--- src/rtl/csr_pkg.sv ---
// Shared types and constants for the CSR access path: Zicsr operation encoding,
// access sequencer states, privilege levels and CSR address field positions.
package csr_pkg;

    // Zicsr funct3[1:0]; 00 is not a CSR operation.
    typedef enum logic [1:0] {
        CSR_OP_NONE = 2'b00,
        CSR_OP_RW   = 2'b01,
        CSR_OP_RS   = 2'b10,
        CSR_OP_RC   = 2'b11
    } csr_op_t;

    typedef enum logic [2:0] {
        ST_IDLE    = 3'd0,
        ST_RD_REQ  = 3'd1,
        ST_RD_WAIT = 3'd2,
        ST_WR_REQ  = 3'd3,
        ST_WR_WAIT = 3'd4,
        ST_RESP    = 3'd5
    } csr_acc_state_t;

    typedef enum logic [1:0] {
        PRIV_U    = 2'd0,
        PRIV_S    = 2'd1,
        PRIV_RSVD = 2'd2,
        PRIV_M    = 2'd3
    } priv_mode_t;

    // CSR address fields: [11:10] == 11 marks a read-only CSR, [9:8] is the
    // lowest privilege level allowed to access it.
    localparam int          CSR_RO_HI   = 11;
    localparam int          CSR_RO_LO   = 10;
    localparam int          CSR_PRIV_HI = 9;
    localparam int          CSR_PRIV_LO = 8;
    localparam logic [1:0]  CSR_RO_VAL  = 2'b11;

endpackage

--- src/rtl/csr_wdata_alu.sv ---
// Write-data generator for CSR read-modify-write: RW replaces, RS sets bits,
// RC clears bits. Purely combinational so the CSR file can reuse it.
module csr_wdata_alu
    import csr_pkg::*;
(
    input  csr_op_t     op_i,
    input  logic [31:0] old_i,
    input  logic [31:0] src_i,
    output logic [31:0] wdata_o
);

    // Select the new CSR value from the old value and the source operand.
    always_comb begin
        wdata_o = '0;
        case (op_i)
            CSR_OP_RW: wdata_o = src_i;
            CSR_OP_RS: wdata_o = old_i | src_i;
            CSR_OP_RC: wdata_o = old_i & ~src_i;
            default:   wdata_o = '0;
        endcase
    end

endmodule

--- src/rtl/csr_access_unit.sv ---
// CSR bus initiator: takes one decoded Zicsr instruction from execute, runs the
// read / modify / write sequence against the CSR file and hands the old value,
// rd and an illegal flag to writeback. One access in flight at a time.
//
// Optional feature macro: CSR_PRIV_CHECK_EN -- when defined, privilege and
// read-only violations are caught at accept time without any bus access.
//
// state      | meaning
// IDLE       | ready for a new instruction (req_ready=1)
// RD_REQ     | read request on the CSR bus, waiting for csr_req_ready
// RD_WAIT    | waiting for the read response (timeout counter running)
// WR_REQ     | write request on the CSR bus, waiting for csr_req_ready
// WR_WAIT    | waiting for the write response (timeout counter running)
// RESP       | result presented to writeback until res_ready
module csr_access_unit
    import csr_pkg::*;
#(
    parameter int RSP_TIMEOUT = 15
)
(
    input  logic        clock,
    input  logic        reset,
    input  logic        req_valid,
    output logic        req_ready,
    input  logic [2:0]  req_funct3,
    input  logic [11:0] req_csr_addr,
    input  logic [4:0]  req_rs1_idx,
    input  logic [31:0] req_rs1_value,
    input  logic [4:0]  req_rd,
    input  logic [1:0]  priv_mode,
    output logic        csr_req_valid,
    input  logic        csr_req_ready,
    output logic        csr_req_write,
    output logic [11:0] csr_req_addr,
    output logic [31:0] csr_req_wdata,
    input  logic        csr_rsp_valid,
    input  logic [31:0] csr_rsp_rdata,
    input  logic        csr_rsp_error,
    output logic        res_valid,
    input  logic        res_ready,
    output logic [4:0]  res_rd,
    output logic        res_wen,
    output logic [31:0] res_value,
    output logic        res_illegal
);

    localparam int CNT_W = (RSP_TIMEOUT > 0) ? $clog2(RSP_TIMEOUT + 1) : 1;

    csr_acc_state_t   state_q;
    csr_op_t          op_q;
    logic [31:0]      src_q;
    logic [31:0]      old_q;
    logic [4:0]       rd_q;
    logic             do_read_q;
    logic             do_write_q;
    logic [CNT_W-1:0] cnt_q;

    logic             req_ready_q;
    logic             csr_req_valid_q;
    logic             csr_req_write_q;
    logic [11:0]      csr_req_addr_q;
    logic [31:0]      csr_req_wdata_q;
    logic             res_valid_q;
    logic [4:0]       res_rd_q;
    logic             res_wen_q;
    logic [31:0]      res_value_q;
    logic             res_illegal_q;

    csr_op_t          req_op;
    logic [31:0]      req_src;
    logic             req_do_read;
    logic             req_do_write;
    logic             req_priv_fail;
    logic             req_illegal;
    logic             rsp_timeout;
    logic             rsp_ok;
    logic             rsp_fail;

    csr_op_t          alu_op;
    logic [31:0]      alu_old;
    logic [31:0]      alu_src;
    logic [31:0]      alu_wdata;

    assign req_op       = csr_op_t'(req_funct3[1:0]);
    assign req_src      = req_funct3[2] ? {27'd0, req_rs1_idx} : req_rs1_value;
    assign req_do_read  = !(req_op == CSR_OP_RW && req_rd == 5'd0);
    assign req_do_write = (req_op == CSR_OP_RW) || (req_rs1_idx != 5'd0);

`ifdef CSR_PRIV_CHECK_EN
    assign req_priv_fail =
        (req_csr_addr[CSR_PRIV_HI:CSR_PRIV_LO] > priv_mode) ||
        (req_do_write && req_csr_addr[CSR_RO_HI:CSR_RO_LO] == CSR_RO_VAL);
`else
    // Without local checks, protection comes only from csr_rsp_error.
    logic unused_priv;
    assign unused_priv   = ^priv_mode;
    assign req_priv_fail = 1'b0;
`endif

    assign req_illegal = (req_op == CSR_OP_NONE) || req_priv_fail;

    // A timeout is only honoured when no response arrives in the same cycle.
    assign rsp_timeout = (RSP_TIMEOUT != 0) && (cnt_q == CNT_W'(RSP_TIMEOUT));
    assign rsp_ok      = csr_rsp_valid && !csr_rsp_error;
    assign rsp_fail    = (csr_rsp_valid && csr_rsp_error) || (!csr_rsp_valid && rsp_timeout);

    // Write data is computed on the cycle that launches the write: from IDLE
    // (write-only, no old value) or from RD_WAIT (old value = response data).
    assign alu_op  = (state_q == ST_IDLE) ? req_op  : op_q;
    assign alu_src = (state_q == ST_IDLE) ? req_src : src_q;
    assign alu_old = (state_q == ST_RD_WAIT) ? csr_rsp_rdata : 32'd0;

    csr_wdata_alu u_wdata_alu (
        .op_i    (alu_op),
        .old_i   (alu_old),
        .src_i   (alu_src),
        .wdata_o (alu_wdata)
    );

    // Access sequencer with registered bus and result outputs.
    always_ff @(posedge clock) begin
        if (reset) begin
            state_q         <= ST_IDLE;
            op_q            <= CSR_OP_NONE;
            src_q           <= '0;
            old_q           <= '0;
            rd_q            <= '0;
            do_read_q       <= 1'b0;
            do_write_q      <= 1'b0;
            cnt_q           <= '0;
            req_ready_q     <= 1'b1;
            csr_req_valid_q <= 1'b0;
            csr_req_write_q <= 1'b0;
            csr_req_addr_q  <= '0;
            csr_req_wdata_q <= '0;
            res_valid_q     <= 1'b0;
            res_rd_q        <= '0;
            res_wen_q       <= 1'b0;
            res_value_q     <= '0;
            res_illegal_q   <= 1'b0;
        end else begin
            case (state_q)
                ST_IDLE: begin
                    if (req_valid) begin
                        req_ready_q    <= 1'b0;
                        op_q           <= req_op;
                        src_q          <= req_src;
                        old_q          <= '0;
                        rd_q           <= req_rd;
                        do_read_q      <= req_do_read;
                        do_write_q     <= req_do_write;
                        csr_req_addr_q <= req_csr_addr;
                        if (req_illegal) begin
                            res_valid_q   <= 1'b1;
                            res_rd_q      <= req_rd;
                            res_wen_q     <= 1'b0;
                            res_value_q   <= '0;
                            res_illegal_q <= 1'b1;
                            state_q       <= ST_RESP;
                        end else if (req_do_read) begin
                            csr_req_valid_q <= 1'b1;
                            csr_req_write_q <= 1'b0;
                            csr_req_wdata_q <= '0;
                            state_q         <= ST_RD_REQ;
                        end else begin
                            csr_req_valid_q <= 1'b1;
                            csr_req_write_q <= 1'b1;
                            csr_req_wdata_q <= alu_wdata;
                            state_q         <= ST_WR_REQ;
                        end
                    end
                end
                ST_RD_REQ: begin
                    if (csr_req_ready) begin
                        csr_req_valid_q <= 1'b0;
                        cnt_q           <= '0;
                        state_q         <= ST_RD_WAIT;
                    end
                end
                ST_RD_WAIT: begin
                    if (rsp_ok) begin
                        old_q <= csr_rsp_rdata;
                        if (do_write_q) begin
                            csr_req_valid_q <= 1'b1;
                            csr_req_write_q <= 1'b1;
                            csr_req_wdata_q <= alu_wdata;
                            state_q         <= ST_WR_REQ;
                        end else begin
                            res_valid_q   <= 1'b1;
                            res_rd_q      <= rd_q;
                            res_wen_q     <= (rd_q != 5'd0);
                            res_value_q   <= csr_rsp_rdata;
                            res_illegal_q <= 1'b0;
                            state_q       <= ST_RESP;
                        end
                    end else if (rsp_fail) begin
                        res_valid_q   <= 1'b1;
                        res_rd_q      <= rd_q;
                        res_wen_q     <= 1'b0;
                        res_value_q   <= '0;
                        res_illegal_q <= 1'b1;
                        state_q       <= ST_RESP;
                    end else if (RSP_TIMEOUT != 0) begin
                        cnt_q <= cnt_q + CNT_W'(1);
                    end
                end
                ST_WR_REQ: begin
                    if (csr_req_ready) begin
                        csr_req_valid_q <= 1'b0;
                        csr_req_write_q <= 1'b0;
                        csr_req_wdata_q <= '0;
                        cnt_q           <= '0;
                        state_q         <= ST_WR_WAIT;
                    end
                end
                ST_WR_WAIT: begin
                    if (rsp_ok) begin
                        res_valid_q   <= 1'b1;
                        res_rd_q      <= rd_q;
                        res_wen_q     <= do_read_q && (rd_q != 5'd0);
                        res_value_q   <= old_q;
                        res_illegal_q <= 1'b0;
                        state_q       <= ST_RESP;
                    end else if (rsp_fail) begin
                        res_valid_q   <= 1'b1;
                        res_rd_q      <= rd_q;
                        res_wen_q     <= 1'b0;
                        res_value_q   <= '0;
                        res_illegal_q <= 1'b1;
                        state_q       <= ST_RESP;
                    end else if (RSP_TIMEOUT != 0) begin
                        cnt_q <= cnt_q + CNT_W'(1);
                    end
                end
                ST_RESP: begin
                    if (res_ready) begin
                        res_valid_q   <= 1'b0;
                        res_rd_q      <= '0;
                        res_wen_q     <= 1'b0;
                        res_value_q   <= '0;
                        res_illegal_q <= 1'b0;
                        req_ready_q   <= 1'b1;
                        state_q       <= ST_IDLE;
                    end
                end
                default: begin
                    req_ready_q     <= 1'b1;
                    csr_req_valid_q <= 1'b0;
                    res_valid_q     <= 1'b0;
                    state_q         <= ST_IDLE;
                end
            endcase
        end
    end

    assign req_ready     = req_ready_q;
    assign csr_req_valid = csr_req_valid_q;
    assign csr_req_write = csr_req_write_q;
    assign csr_req_addr  = csr_req_addr_q;
    assign csr_req_wdata = csr_req_wdata_q;
    assign res_valid     = res_valid_q;
    assign res_rd        = res_rd_q;
    assign res_wen       = res_wen_q;
    assign res_value     = res_value_q;
    assign res_illegal   = res_illegal_q;

endmodule

--- config.mk ---
export PLATFORM = sky130hd
export DESIGN_NAME = csr_access_unit
export DESIGN_NICKNAME = d
export VERILOG_FILES = /design/src/rtl/csr_pkg.sv /design/src/rtl/csr_wdata_alu.sv /design/src/rtl/csr_access_unit.sv
export SDC_FILE = /design/constraint.sdc
export NUM_CORES = 1
export LEC_CHECK = 0
export ABC_AREA = 1
export CELL_PAD_IN_SITES_DETAIL_PLACEMENT = 1
export CELL_PAD_IN_SITES_GLOBAL_PLACEMENT = 2
export CORE_AREA = 10 10 193 195
export DETAILED_ROUTE_END_ITERATION = 10
export DIE_AREA = 0 0 203 205
export PLACE_DENSITY_LB_ADDON = 0.1
export RECOVER_POWER = 25
export SLEW_MARGIN = 25
export SYNTH_ARGS = -nofsm -noshare
export SYNTH_HDL_FRONTEND = slang
export SYNTH_HIERARCHICAL = 1
export SYNTH_SLANG_ARGS = --single-unit
--- constraint.sdc ---
create_clock -name clock -period 2.6 [get_ports clock]
set_input_delay 0.39 -clock clock [delete_from_list [all_inputs] [get_ports clock]]
set_output_delay 0.39 -clock clock [all_outputs]
set_load 0.01 [all_outputs]
Word-level counts from Yosys, hierarchy flattened
Index checks and enable logic that the tools add are counted.
{"block": "word_totals", "ff_bits": 167, "in_bits": 98, "output_inout_bits": 87, "elab_cells": 158}
{"block": "op_classes", "n_addsub": 1, "n_eq_ne": 22, "muxes": 79, "bitwise": 6, "reduce_logical": 32}
{"cell": "two-way mux 32 bit", "n": 18}
{"cell": "one-hot mux 32 bit (3 select lines)", "n": 2}
{"cell": "one-hot mux 32 bit (4 select lines)", "n": 1}
{"cell": "one-hot mux 32 bit (2 select lines)", "n": 1}
{"cell": "two-way mux 5 bit", "n": 7}
{"cell": "bitwise AND 32 bit", "n": 1}
{"cell": "NOT 32 bit", "n": 1}
{"cell": "bitwise OR 32 bit", "n": 1}
{"cell": "two-way mux 1 bit", "n": 27}
{"cell": "two-way mux 3 bit", "n": 9}
{"cell": "!= test 2 bit, second input constant", "n": 10}
{"cell": "one-hot mux 5 bit (4 select lines)", "n": 1}
{"cell": "one-hot mux 3 bit (6 select lines)", "n": 1}
{"cell": "two-way mux 4 bit", "n": 3}
{"cell": "one-hot mux 1 bit (4 select lines)", "n": 3}
{"cell": "AND reduction 6 bit", "n": 2}
{"cell": "AND reduction 5 bit", "n": 2}
{"cell": "nonzero test 5 bit", "n": 2}
{"cell": "one-hot mux 4 bit (2 select lines)", "n": 1}
{"cell": "AND reduction 4 bit", "n": 2}
{"cell": "equality test 3 x 2 -> 1 bit, second input constant", "n": 2}
{"cell": "equality test 3 bit, second input constant", "n": 2}
{"cell": "one-hot mux 1 bit (3 select lines)", "n": 2}
{"cell": "AND reduction 3 bit", "n": 2}
{"cell": "other kinds (22)", "n": 37}

Logic depth before layout (Yosys ltp)
{"block": "logic_depth", "word_depth": 9, "ltp_mapped": 15, "ltp_nobuf": 12}

By module
Netlist, hierarchy kept.
{"module": "csr_access_unit", "instances": 1, "cells_each": 1277, "area_each_um2": 8272.9, "seq_area_each_um2": 3343.2}
{"module": "csr_wdata_alu", "instances": 1, "cells_each": 141, "area_each_um2": 623.1, "seq_area_each_um2": 0.0}

Worst setup path before layout
Ideal clock, no wire load.
{"block": "synth_path", "path_type": "reg2reg", "from": "reg state_q[1]", "to": "reg csr_req_wdata_q[21] (netlist: csr_req_wdata[21])", "setup_time_ns": 0.132, "arrival_ns": 2.020, "required_ns": 2.468, "setup_slack_ns": 0.448, "path_stages_with_launch": 16, "path_buffers": 4, "period_less_slack_ns": 2.152, "path_cell_list": "dfxtp_1 > buf_2 > inv_2 > nand2_4 > clkbuf_1 > clkbuf_1 > o21ai_0 > inv_2 > nand2_4 > buf_4 > nand3_1 > nand2_1 > nand3_1 > nand2_1 > nand2_1 > a21oi_1"}
{"block": "synth_between", "word_cells_on_any_way": 26, "classes_between": "eq/ne (10); mux (10); bitwise (3); reduce/logical (3)"}
{"element": "start, declared", "line": "csr_access_unit.sv:49", "text": "csr_acc_state_t state_q;"}
{"element": "start signal, assigned", "line": "csr_access_unit.sv:123", "text": "state_q <= ST_IDLE;"}
{"element": "start signal, assigned", "line": "csr_access_unit.sv:159", "text": "state_q <= ST_RESP;"}
{"element": "start signal, assigned", "line": "csr_access_unit.sv:164", "text": "state_q <= ST_RD_REQ;"}
{"element": "logical NOT 3 bit *", "line": "csr_access_unit.sv:109", "text": "assign alu_op = (state_q == ST_IDLE) ? req_op : op_q;"}
{"element": "two-way mux 2 bit *", "line": "csr_access_unit.sv:109"}
{"element": "via alu_op[1]", "line": "csr_access_unit.sv:79", "text": "csr_op_t alu_op;"}
{"element": "equality test 2 bit / equality test 2 x 1 -> 1 bit (equally long branches)", "line": "csr_wdata_alu.sv:15", "text": "case (op_i)"}
{"element": "one-hot mux 32 bit (3 select lines) *", "line": "csr_wdata_alu.sv:15"}
{"element": "via alu_wdata[21]", "line": "csr_access_unit.sv:82", "text": "logic [31:0] alu_wdata;"}
{"element": "two-way mux 32 bit", "line": "csr_access_unit.sv:160", "text": "end else if (req_do_read) begin"}
{"element": "two-way mux 32 bit", "line": "csr_access_unit.sv:153", "text": "if (req_illegal) begin"}
{"element": "two-way mux 32 bit", "line": "csr_access_unit.sv:144", "text": "if (req_valid) begin"}
{"element": "one-hot mux 32 bit (3 select lines) *", "line": "csr_access_unit.sv:142", "text": "case (state_q)"}
{"element": "end signal, assigned", "line": "csr_access_unit.sv:168", "text": "csr_req_wdata_q <= alu_wdata;"}
{"element": "end signal, assigned", "line": "csr_access_unit.sv:186", "text": "csr_req_wdata_q <= alu_wdata;"}
{"element": "end, declared", "line": "csr_access_unit.sv:62", "text": "logic [31:0] csr_req_wdata_q;"}
Mark *: on every way through the listed nets, which the timed path passes. The rest lies on a longest branch. The select of a mux whose other input is x is not followed.
A chain may end at the register's enable or synchronous reset.

Final worst setup path
{"block": "layout_path", "from": "reg state_q[2]", "to": "reg csr_req_wdata_q[29] (netlist: csr_req_wdata[29])"}
{"block": "layout_between", "elab_chain_cells": 9, "word_cells_on_any_way": 26, "classes_between": "eq/ne (10); mux (10); bitwise (3); reduce/logical (3)"}
{"element": "logical NOT 3 bit", "line": "csr_access_unit.sv:109, csr_access_unit.sv:110, csr_access_unit.sv:142"}
{"element": "two-way mux 32 bit", "line": "csr_access_unit.sv:110", "text": "assign alu_src = (state_q == ST_IDLE) ? req_src : src_q;"}
{"element": "NOT 32 bit", "line": "csr_wdata_alu.sv:18", "text": "CSR_OP_RC: wdata_o = old_i & ~src_i;"}
{"element": "bitwise AND 32 bit", "line": "csr_wdata_alu.sv:18"}
{"element": "one-hot mux 32 bit (3 select lines)", "line": "csr_wdata_alu.sv:15"}
{"element": "two-way mux 32 bit", "line": "csr_access_unit.sv:160"}
{"element": "two-way mux 32 bit", "line": "csr_access_unit.sv:153"}
{"element": "two-way mux 32 bit", "line": "csr_access_unit.sv:144"}
{"element": "one-hot mux 32 bit (3 select lines)", "line": "csr_access_unit.sv:142"}
Several ways; a longest one is shown, not always the timed one. The select of a mux whose other input is x is not followed.

==> run summary <==
The end of the worst register-to-register path was csr_req_wdata[29]. The count of final max-slew check failures is 0. At the worst endpoint, the required time is 2.97 ns. Detailed placement ended at an HPWL of 26000 microns. The arrival time of the worst setup path was 2.66 ns; the H-tree depth reported by CTS was 4. In the final routed layout, each cell accounts on average for 18.1 microns. In this run the worst path has a maximum fanout of 42.

The floorplan has 67 rows. For this run the aggregate overflow at the end of global routing stands at 0. CTS clock-pin slew for the worst setup and hold paths: 0.07 ns. CTS root buffer: sky130_fd_sc_hd__clkbuf_16. The logs give 36600 microns for the total routed wirelength and 0 for the number of buffers inserted to repair setup after CTS. The switching component of the power came out at 5.66 mW. Fraction of power spent switching nets: 0.442. The share of the clock period used by the worst path after layout was 0.881.

At the later pin of the worst-skew pair, clock insertion delay measures 0.44 ns. The power per standard cell area was 1090 nW/um^2. A synthesized cell averages 6.27 sq um.

The number of warnings issued by yosys is 6. In the layout the commonest cells are sky130_fd_sc_hd__nand2_1, sky130_fd_sc_hd__o21ai_0, sky130_fd_sc_hd__dfxtp_1. For the final instance area, the log shows 11700 sq um. The clock network power share is 0.200, and the number of hold buffers added after cts is 0. The overall track demand over capacity in global routing is 0.173. The global-route wire length before repair came out at 56300 microns. The worst hold path begins at src_q[4]. The logs give 7.15 mW for the internal power and 0 for the number of gates resized after cts. The number of instances in the synthesized netlist was 1418; the number of nets in the synthesized netlist was 1517. The logs give 0.297 for the fraction of power consumed by sequential logic and 0 for the remaining antenna violation count after routing. The portion of the post-synthesis area used by sequential elements was 0.376. The count of state elements after synthesis was 167. In this run, distinct cell masters in the synthesized netlist total 33. Summed over all cells, the static leakage comes to 5.41 nW. The portion of total power attributed to combinational logic is 0.503. Leaving out fill and tap cells, the most frequent cell in the layout is sky130_fd_sc_hd__nand2_1.

The routability congestion estimate was 0.778; the number of global-route vias before repair was 9332. Counting I/O delays and the setup requirement, the final critical path takes 2.29 ns. Number of sinks on the clock net: 167. Entering global routing, the biggest net connects 69 pins. The longest clock path from root to sink contains 2 buffers. The initial core utilization is 0.267, and the count of cells along the worst register-to-register path is 10.

The reg-to-reg startpoint was state_q[2]. The run finished with clean final reports. Setup repair after global routing left no endpoint under its margin.

The placeable core region was 33300 sq um. The run gives 0.433 as the tightest slew margin relative to the limit. The register-to-register setup slack is 0.31 ns, and the total power of the final layout is 12.8 mW. Summed over all failing endpoints, the final setup total negative slack is 0 ns.

Once placement finished, the instance area stood at 11200 sq um. At the end of the flow, the number of nets in the layout was 1658. The count of final setup violators was 0. The worst hold path was traced through 2 stages. The count of buffers added on input and output ports is 182.

The tools report the number of antenna violations at the first check in global routing as 2. In this run the count of I/O pins placed on the die edge is 185. Clock tree synthesis inserted a total of 17 buffers. For the final database, setup skew stands at 0.00788 ns. The floorplan step defined a die boundary enclosing 41600 sq um. The number of vias in the routed layout was 9420; the count of max-cap constraint violations was 0. The critical path is of the flop to flop type. The slew at the pin closest to its max-slew limit works out to 0.851 ns.

Hold path endpoint: src_q[4]. In this run the horizontal extent of the chip is 203 microns. Measured along the y axis, the die boundary spans 205 microns. The area added between synthesis and finish is 31.9%. Layout cell share with drive strength beyond 1: 0.0542. Based on the critical path, the design can be clocked at up to 437 MHz. TritonCTS built the clock tree. Once placement completed, the tool counted placed cells totaling 1988.

Final instance count without filler cells: 2019. The worst setup path is launched from a flop. The first routing iteration left 422 violations. Worst ir drop on vdd: 0.000534 V.

The run gives 4 as the iteration count of the initial detailed-routing pass. The final hold violation count is 0. The worst setup path is captured at a flop. Dividing the detail-routed via count by the number of cells gives 4.67.

Worst min-delay path category: flop to flop. The cell area after synthesis is 8900 sq um, and the remaining routing DRC violations is 0.
-- cell type report --
class                   instances  area (sq um)
flip-flops and latches        167          3340
well taps                     448           561
inverters                     129           484
repair buffers                219          2210
fillers                      4261         21500
clock buffers                  25           485
diodes                          2          5.00
clock inverters                 4          70.1
multi-input cells            1025          4570
-- synth_stat cells (all sizes together) --
| cell | number | share of area |
|---|---|---|
| o21a | 11 | 0.0093 |
| buf | 51 | 0.036 |
| nand3b | 1 | 0.00084 |
| o211ai | 1 | 0.00084 |
| a21oi | 142 | 0.080 |
| xor2 | 1 | 0.00098 |
| or2 | 1 | 0.00070 |
| nor2 | 148 | 0.067 |
| o22ai | 3 | 0.0021 |
| clkbuf | 46 | 0.020 |
| nor3 | 1 | 0.00056 |
| dfxtp | 167 | 0.38 |
| nand2 | 416 | 0.18 |
| nand3 | 106 | 0.061 |
| inv | 127 | 0.054 |
| o21ai | 188 | 0.11 |
| nand4 | 3 | 0.0021 |
| o31ai | 1 | 0.00084 |
| nor4 | 1 | 0.00070 |
| clkinv | 2 | 0.00084 |
| ha | 1 | 0.0014 |
-- worst max-delay path, stage by stage (launching register included) --
cell and delay, ns:
sky130_fd_sc_hd__dfxtp_1 0.38, sky130_fd_sc_hd__nor2_4 0.21, sky130_fd_sc_hd__nand2_4 0.07, sky130_fd_sc_hd__inv_2 0.47
sky130_fd_sc_hd__buf_4 0.25, sky130_fd_sc_hd__nand2_1 0.06, sky130_fd_sc_hd__nand2_2 0.11, sky130_fd_sc_hd__inv_2 0.08
sky130_fd_sc_hd__nand2_4 0.31, sky130_fd_sc_hd__nand2_1 0.10, sky130_fd_sc_hd__a21oi_1 0.13
-- cell families (layout without fill, tap and decap cells) --
group | count (synthesis) | count (layout) | share of synthesized area
adder cells (fa/ha/maj) | 1 | 1 | 0.00141
AO/OA/AOI/OAI | 346 | 346 | 0.199
buffers and inverters | 226 | 377 | 0.110
AND/OR/NAND/NOR | 677 | 677 | 0.313
other | 0 | 2 | 0
XOR/XNOR | 1 | 1 | 0.000985
flip-flops | 167 | 167 | 0.376
-- metal layers --
layer / vias up / wire, microns / GRT usage / share of wire
met1: 4447 / 17400 / 0.227 / 0.48
met3: 26 / 1340 / 0.0321 / 0.037
met2: 125 / 17300 / 0.285 / 0.47
met4: 0 / 533 / 0.0485 / 0.015
met5: - / 0 / 0 / 0
li1: 4822 / - / - / -
-- power groups by stage --
stage	clock (mW)	combinational, mW	sequential, mW
3_3_place_gp	0	6.53	3.84
2_1_floorplan	0	3.93	3.96
3_5_place_dp	0	6.63	3.86
4_1_cts	2.65	6.66	3.82
6_report	2.56	6.44	3.81
5_1_grt	2.73	7.28	3.91
-- sequential cells by signal, indices dropped and copies added, names as in the netlist --
name and flops:
csr_req_wdata 32, old_q 32, res_value 32, src_q 32, csr_req_addr 12, rd_q 5
res_rd 5, cnt_q 4, state_q 3, op_q 2, csr_req_valid 1, csr_req_write 1
do_read_q 1, do_write_q 1, req_ready 1, res_illegal 1, res_valid 1, res_wen 1
-- how the worst max path moves through the flow --
| stage | end | slack, ns | from |
|---|---|---|---|
| 2_1_floorplan | csr_req_wdata[21] | 0.45 | state_q[1] |
| 3_3_place_gp | csr_req_wdata[19] | 0.28 | req_funct3[1] |
| 3_5_place_dp | csr_req_wdata[2] | 0.26 | state_q[2] |
| 4_1_cts | csr_req_wdata[2] | 0.24 | state_q[2] |
| 5_1_grt | csr_req_wdata[20] | 0.05 | state_q[2] |
| 6_report | csr_req_wdata[29] | 0.31 | state_q[2] |
-- per-stage QoR --
stage                      util  hold WS [ns]  setup WS [ns]
after detailed placement  0.336         0.443          0.264
after CTS                 0.353         0.453          0.238
after global routing      0.353         0.468         0.0465
final                     0.353         0.447          0.310
after global placement    0.336         0.434          0.282
after floorplan               -         0.425          0.448
Power figures use the tool's default switching activity.
